$ cat src/rtl/ccr_ctrl.sv
// ============================================================================
// Module   : ccr_ctrl
// Purpose  : EX-stage ALU opcode decoder and condition-code register owner,
//            with a small LIFO shadow stack for interrupt entry / RTI.
// Revision : 1.0  initial release
// ============================================================================
`default_nettype none

module ccr_ctrl #(
  parameter int SHADOW_DEPTH = 2
) (
  input  logic        clk,
  input  logic        rst_n,
  input  logic        ex_valid,
  input  logic [4:0]  opcode,
  input  logic        stall,
  input  logic        flush,
  input  logic [2:0]  alu_flags,
  input  logic        int_take,
  input  logic        rti_ret,
  output logic [12:0] alu_sel,
  output logic        setc,
  output logic        clrc,
  output logic [2:0]  ccr,
  output logic [2:0]  ccr_next,
  output logic [2:0]  shadow_cnt,
  output logic        err_ovf,
  output logic        err_udf
);

  localparam logic [4:0] c_OP_SETC = 5'd1;
  localparam logic [4:0] c_OP_CLRC = 5'd2;
  localparam logic [4:0] c_OP_NOT  = 5'd3;
  localparam logic [4:0] c_OP_INC  = 5'd4;
  localparam logic [4:0] c_OP_DEC  = 5'd5;
  localparam logic [4:0] c_OP_MOV  = 5'd6;
  localparam logic [4:0] c_OP_ADD  = 5'd7;
  localparam logic [4:0] c_OP_SUB  = 5'd8;
  localparam logic [4:0] c_OP_AND  = 5'd9;
  localparam logic [4:0] c_OP_OR   = 5'd10;
  localparam logic [4:0] c_OP_SHL  = 5'd11;
  localparam logic [4:0] c_OP_SHR  = 5'd12;
  localparam logic [4:0] c_OP_IN   = 5'd13;
  localparam logic [4:0] c_OP_LDM  = 5'd14;

  localparam logic [2:0] c_DEPTH = 3'(SHADOW_DEPTH);

  logic [12:0]                  w_sel;
  logic                         w_zn_upd;
  logic                         w_commit;
  logic [2:0]                   w_upd;
  logic                         w_push_req;
  logic                         w_pop_req;
  logic                         w_push;
  logic                         w_pop;
  logic [2:0]                   w_top;
  logic [2:0]                   w_ccr_next;
  logic [2:0]                   r_ccr;
  logic [2:0]                   r_cnt;
  logic                         r_ovf;
  logic                         r_udf;
  logic [SHADOW_DEPTH-1:0][2:0] r_shadow;

  assign w_commit = ex_valid & ~flush & ~stall;

  always_comb begin
    w_sel    = '0;
    w_zn_upd = 1'b0;
    case (opcode)
      c_OP_SETC, c_OP_CLRC: w_sel[12] = 1'b1;
      c_OP_ADD: begin w_sel[0] = 1'b1; w_zn_upd = 1'b1; end
      c_OP_NOT: begin w_sel[1] = 1'b1; w_zn_upd = 1'b1; end
      c_OP_INC: begin w_sel[2] = 1'b1; w_zn_upd = 1'b1; end
      c_OP_DEC: begin w_sel[3] = 1'b1; w_zn_upd = 1'b1; end
      c_OP_SUB: begin w_sel[4] = 1'b1; w_zn_upd = 1'b1; end
      c_OP_AND: begin w_sel[5] = 1'b1; w_zn_upd = 1'b1; end
      c_OP_OR:  begin w_sel[6] = 1'b1; w_zn_upd = 1'b1; end
      c_OP_SHL: begin w_sel[7] = 1'b1; w_zn_upd = 1'b1; end
      c_OP_SHR: begin w_sel[8] = 1'b1; w_zn_upd = 1'b1; end
      c_OP_MOV: w_sel[9]  = 1'b1;
      c_OP_IN:  w_sel[10] = 1'b1;
      c_OP_LDM: w_sel[11] = 1'b1;
      default: ;
    endcase
  end

  assign alu_sel = w_commit ? w_sel : 13'd0;
  assign setc    = w_commit & (opcode == c_OP_SETC);
  assign clrc    = w_commit & (opcode == c_OP_CLRC);

  // Flag update from the EX instruction alone, before any RTI override.
  always_comb begin
    w_upd = r_ccr;
    if (w_commit) begin
      if (w_zn_upd)                 w_upd[1:0] = alu_flags[1:0];
      if (opcode == c_OP_ADD)       w_upd[2]   = alu_flags[2];
      else if (opcode == c_OP_SETC) w_upd[2]   = 1'b1;
      else if (opcode == c_OP_CLRC) w_upd[2]   = 1'b0;
    end
  end

  assign w_push_req = ~stall & int_take;
  assign w_pop_req  = ~stall & rti_ret & ~int_take;
  assign w_push     = w_push_req & (r_cnt < c_DEPTH);
  assign w_pop      = w_pop_req & (r_cnt != 3'd0);

  always_comb begin
    w_top = '0;
    for (int i = 0; i < SHADOW_DEPTH; i++) begin
      if (r_cnt == 3'(i + 1)) w_top = r_shadow[i];
    end
  end

  assign w_ccr_next = w_pop ? w_top : w_upd;

  always_ff @(posedge clk or negedge rst_n) begin
    if (!rst_n) begin
      r_ccr <= '0;
      r_cnt <= '0;
      r_ovf <= 1'b0;
      r_udf <= 1'b0;
    end else begin
      r_ccr <= w_ccr_next;
      if (w_push)     r_cnt <= r_cnt + 3'd1;
      else if (w_pop) r_cnt <= r_cnt - 3'd1;
      if (w_push_req && !w_push) r_ovf <= 1'b1;
      if (w_pop_req && !w_pop)   r_udf <= 1'b1;
    end
  end

  // Entry i is written when it is the next free slot; the pushed value is
  // the post-update CCR so an interrupt sees the interrupted op's flags.
  for (genvar i = 0; i < SHADOW_DEPTH; i++) begin : g_entry
    always_ff @(posedge clk or negedge rst_n) begin
      if (!rst_n) begin
        r_shadow[i] <= '0;
      end else if (w_push && (r_cnt == 3'(i))) begin
        r_shadow[i] <= w_ccr_next;
      end
    end
  end

  assign ccr        = r_ccr;
  assign ccr_next   = w_ccr_next;
  assign shadow_cnt = r_cnt;
  assign err_ovf    = r_ovf;
  assign err_udf    = r_udf;

endmodule

`default_nettype wire
$ cat config.mk
export PLATFORM = sky130hd
export DESIGN_NAME = ccr_ctrl
export DESIGN_NICKNAME = d
export VERILOG_FILES = /design/src/rtl/ccr_ctrl.sv
export SDC_FILE = /design/constraint.sdc
export NUM_CORES = 1
export LEC_CHECK = 0
export CAP_MARGIN = 25
export CORE_MARGIN = 2
export CORE_UTILIZATION = 37
export DETAILED_ROUTE_END_ITERATION = 12
export GPL_ROUTABILITY_DRIVEN = 0
export PLACE_DENSITY = 0.75
export SLEW_MARGIN = 20
export SYNTH_ARGS = -nofsm -noshare
export SYNTH_HDL_FRONTEND = slang
export SYNTH_SLANG_ARGS = --single-unit
$ cat constraint.sdc
create_clock -name clk -period 1.59 [get_ports clk]
set_input_delay 0.2385 -clock clk [delete_from_list [all_inputs] [get_ports clk]]
set_output_delay 0.2385 -clock clk [all_outputs]
set_load 0.01 [all_outputs]
# After elaboration in Yosys (flattened, before gate mapping)
# Index checks and enable logic that the tools add are counted.
# totals
reg_bits,14
word_cells,73
# classes
n_addsub,2
n_bitwise,12
n_reduce_logical,11
n_eq_ne,16
n_lt_le_gt_ge,1
n_mux,25
# op_table
op,count
"== test 5 x 4 -> 1 bit, second input constant",7
"== test 5 x 3 -> 1 bit, second input constant",4
2-to-1 mux 3 bit,6
2-to-1 mux 1 bit,17
2-to-1 mux 13 bit,1
"== test 5 x 2 -> 1 bit, second input constant",2
AND 1 bit,9
OR reduction 9 bit,1
"== test 5 x 1 -> 1 bit, second input constant",1
logical AND 1 bit,4
"adder 3 x 1 -> 3 bit, second input constant",1
"== test 3 x 1 -> 1 bit, second input constant",1
"== test 3 x 2 -> 1 bit, second input constant",1
zero test 3 bit,1
"less-than comparator 3 x 2 -> 1 bit, second input constant",1
NOT 1 bit,3
nonzero test 3 bit,1
"subtractor 3 x 1 -> 3 bit, second input constant",1
zero test 1 bit,2
2-to-1 mux 2 bit,1
nonzero test 2 bit,1
OR reduction 2 bit,1

# Logic depth before layout (Yosys ltp)
# logic_depth
depth_word,6
depth_mapped,7

# Worst setup path after synthesis
# No wires, ideal clock.
# synth_timing
path_kind,reg-to-output
start,register r_cnt[1] (netlist: shadow_cnt[1])
end,output port ccr_next[2]
stages_incl_launch_ff,7
setup_slack_ns,-0.307
t_required_ns,1.351
arrival_time_ns,1.658
path_cell_list,dfrtp_1 inv_1 ha_1 nor2b_1 nand2b_1 clkbuf_1 o32ai_1
# synth_between
elab_chain_cells,4
word_cells_on_any_way,7
# synth_lines
element,line,source
"start, declared",59,logic [2:0] r_cnt;
"start signal, assigned",124,if (w_push) r_cnt <= r_cnt + 3'd1;
"start signal, assigned",125,else if (w_pop) r_cnt <= r_cnt - 3'd1;
== test 3 x 1 -> 1 bit,110,if (r_cnt == 3'(i + 1)) w_top = r_shadow[i];
2-to-1 mux 3 bit (2 in series),110,
2-to-1 mux 3 bit (*),114,assign w_ccr_next = w_pop ? w_top : w_upd;
"end, declared",25,"output logic [2:0] ccr_next,"
# Mark *: on every way between the ends. The rest lies on a longest branch, timed or not.

# Final worst setup path
# layout_timing
start,input port int_take
end,output port ccr_next[2]
# layout_between
elab_chain_cells,4
# layout_lines
element,line,source
"start, declared",19,"input logic int_take,"
NOT 1 bit,103,assign w_pop_req = ~stall & rti_ret & ~int_take;
AND 1 bit,103,
AND 1 bit,105,assign w_pop = w_pop_req & (r_cnt != 3'd0);
2-to-1 mux 3 bit,114,
# Every way passes these cells.

==> results.txt <==
* Total overflow reported by the global router: 0
- The synthesized design contains 0 enable-type register cells.
- Clock power share: a little over a tenth
- Worst Hold Margin: 0.232 ns
* Number of distinct library cells after synthesis: 34
* Total power of the final layout: 2510 uW
* Number of antenna violations at the first check in global routing: 0
- CP top delay family: buffers and inverters
- In this run the number of H-tree levels came out at 1.
- For the pin with the worst max-slew slack, the measured transition is 0.421 ns.
- After synthesis the netlist holds a flip-flop and latch count of 14.
- Before antenna repair, the detailed router went through 6 iterations.
- Via count of the first global-routing pass: 1284
- Dividing total power by cell area gives a power density of 1200 nW/um^2.
- Delay of the slowest cell on the worst path: between 0.4 and 0.5 ns
* Area Growth Syn to Fin: 122%
- For this design the static power due to leakage is 0.000963 uW.
- Number of nets with antenna violations after routing: 0
- Entering global routing, the biggest net connects 9 pins.
* Half-perimeter wire length after detailed placement: 2340 um
- After layout, the minimum clock period comes to about 2.0 ns.
- At the worst endpoint, the required time is 1.35 ns.
* Sequential share of power: 25.9%
- The die is around 55 um tall.
* Number of DRC violations after detailed routing: 0
- Tcrit/Tclk final: 128%
- Setup repair after global routing could not meet its margin everywhere.
- Number of top-level pins: between 40 and 50
- Summing all placed instances gives a cell area of 1670 um^2.
- Across the VDD grid, the largest voltage drop is 1.32 mV.
- In this run the tightest slew margin relative to its limit is 71.8%.
- The flow ran to the end, but the final reports show violations.
- Number of warnings printed during yosys synthesis: 0
- Clock latency on the worst-skew pair: between 0.2 and 0.3 ns
* Failing checks: negative setup slack
- F_max: 490 MHz
* Total Routing Usage GR: roughly a quarter
* Area of all sequential standard cells: 353 um^2
- Largest clock skew in the final design: a little over 0.0009 ns
- Final WS setup: -0.450 ns
- Die Area: 2970 um^2
- STA classifies the critical path endpoint as a primary output.
- Prior to clock tree synthesis, the placed netlist has a worst setup slack of -1.05 ns.
- For this design the total switching power over the nets is 992 uW.
- The final layout contains 231 nets.
* Worst-path cell chain: clkdlybuf4s50_1 > nor3b_2 > nand2b_4 > buf_12 > o32ai_4 > buf_2
- Maximum fanout encountered on the critical timing path: 7
* Mapped Avg Cell Area: about 8.4 um^2
- Summed over all layers, the routed wires come to 4560 um.
- Critical path class: primary input to primary output
- Via total after detailed routing: 1377
- Summing all non-filler instances in the final layout gives an area of 2100 um^2.
- Clock Path Buffers: 2
- Measured on the finished design, the core utilization comes to 85.5%.
- Routed wire per std cell: 19.0 um
- After detailed routing, the number of vias per cell comes to 5.74.
- TritonCTS built the clock tree.
- For this run, asynchronously set or reset flops after synthesis account for 100%.
* Gate count of the mapped netlist: 112
* Share of final-layout standard cells stronger than drive strength 1: 66.7%
* Cell at the slowest stage of the critical path: sky130_fd_sc_hd__clkdlybuf4s50_1
- Clk slew on worst S/H paths: 0.09 ns
- The tree is rooted in a sky130_fd_sc_hd__clkbuf_4.
- In this run switching power makes up 39.5% of total power.
* Port bufs: 40
* Number of hold buffers added after cts: 0
- Synthesis produced a netlist with a net count of ~130.
- Across the run, the number of max-cap violations was 0.
- The share of the Yosys chip area taken by registers is 37.1%.
- Count of endpoints failing hold in the final timing report: 0
- Clock net sink count: 14
- Counting the buffers created by CTS gives 3.
- Summing all multi-input logic gate instances after layout gives approximately 840 um^2.
- The initialized floorplan defines 18 standard-cell rows.
- The tightest min-delay check is of the primary input to asynchronous set/reset pin type.
- Number of violations reported at the end of detailed-routing iteration 0: 21
* Area of the core: 2450 um^2
* Antenna cell count: 0
* Worst Path Buf+Inv: 3
- The first global-routing pass estimated 5560 um of wire.
- Setup violations remaining at the end of the flow were counted as 19.
- Initial standard-cell utilization of the core: between 30 and 40%
- Counting the fill cells in the layout gives 126.
- Top flip-flop cell by instance count after synthesis: sky130_fd_sc_hd__dfrtp_1
- The mapped netlist covers 945 um^2.
- Number of max-slew violations in the final report: 0
- The internal power of the cells totals between 1500 and 2000 uW.
* Type of origin of the critical path: primary input
- The die is around 55 um wide.
- Data on the critical path arrives at its endpoint at between 1.5 and 2 ns.
- Comb pwr share: 63.5%
[cell usage after synthesis (all sizes together), types with 4 or more instances]
library cell / number / area (um^2)
a21oi: 4 / 20.0
a31oi: 6 / 37.5
nand3b: 4 / 30.0
nor2b: 5 / 31.3
nor2: 21 / 78.8
o21ai: 5 / 25.0
nand2: 6 / 22.5
inv: 6 / 22.5
dfrtp: 14 / 350
ha: 5 / 62.6
[repair_timing]
| action | in CTS | in global routing |
|---|---|---|
| setup buffers | 19 | 7 |
| resized for setup | 133 | 41 |
| endpoints found under the setup margin | 28 | 29 |
| endpoints found under the hold margin | 0 | 0 |
| pin swaps | 13 | 20 |
[layout by cell type, fill, tap and decap left out, drive strengths merged, types with 2 or more instances in the layout]
| master | n |
|---|---|
| a211oi | 2 |
| a21oi | 4 |
| a311oi | 2 |
| a31oi | 6 |
| and2 | 2 |
| buf | 80 |
| clkbuf | 4 |
| clkdlybuf4s50 | 10 |
| dfrtp | 14 |
| dlygate4sd2 | 7 |
| ha | 5 |
| inv | 6 |
| nand2 | 6 |
| nand2b | 3 |
| nand3 | 2 |
| nand3b | 4 |
| nor2 | 21 |
| nor2b | 5 |
| nor3 | 3 |
| nor3b | 2 |
| nor4b | 2 |
| o21ai | 5 |
| o22ai | 3 |
[logic make-up after synthesis]
logic type                 Yosys count  synth area share [%]
adders and majority gates            5                  6.62
AOI/OAI and AO/OA                   29                  20.4
buffers and inverters               10                  4.24
DFF                                 14                  37.1
and+or+nand+nor                     53                  30.7
xor gates and xnor gates             1                 0.927
[power groups by stage]
| stage | clock network, uW | registers (uW) | logic [uW] |
|---|---|---|---|
| global route | 291 | 660 | 1700 |
| CTS | 271 | 618 | 1370 |
| global placement | 0 | 614 | 1080 |
| finish | 266 | 650 | 1590 |
| detailed placement | 0 | 622 | 1120 |
| floorplan | 0 | 657 | 511 |
[worst paths after layout]
kind | start | end | slack (ns) | cells past startpoint
min in group clk | stall | err_ovf$_DFFE_PN0P_ | 0.43 | 4
max in group asynchronous | rst_n | r_shadow[3]$_DFFE_PN0P_ | 0.90 | 2
worst min-delay path | rst_n | shadow_cnt[0]$_DFFE_PN0P_ | 0.23 | 1
worst min register to register | err_udf$_DFFE_PN0P_ | err_udf$_DFFE_PN0P_ | 0.48 | 1
worst max register to register | shadow_cnt[1]$_DFFE_PN0P_ | ccr[0]$_DFF_PN0_ | -0.04 | 7
worst max-delay path | int_take | ccr_next[2] | -0.45 | 6
[through the flow]
stage,cells,TNS [ns]
final,240,-2.81
after global placement,211,-19.34
after global routing,240,-4.23
after detailed placement,211,-20.39
after CTS,234,-2.24
after floorplan,112,-0.118
[layout make-up]
class | count | share of cell area (%)
inverters | 6 | 1.19
well taps | 30 | 1.79
clock buffers | 4 | 1.73
flip-flops and latches | 14 | 16.8
repair buffers | 98 | 38.6
multi-input cells | 88 | 39.8
[routing by layer]
layer | share of wire [%] | vias up | global-route usage, % | wire length (um)
met4 | 4.4 | 0 | 17.1 | 199
met1 | 36 | 672 | 26.8 | 1650
met2 | 54 | 82 | 47.8 | 2460
met5 | 0 | - | 0 | 0
li1 | - | 600 | - | -
met3 | 5.4 | 23 | 5.19 | 248
[sequential cells by signal, indices dropped and copies added, names as in the netlist]
signal,count
err_ovf,1
ccr,3
err_udf,1
shadow_cnt,3
r_shadow,6
(Power assumes the default switching activity.)
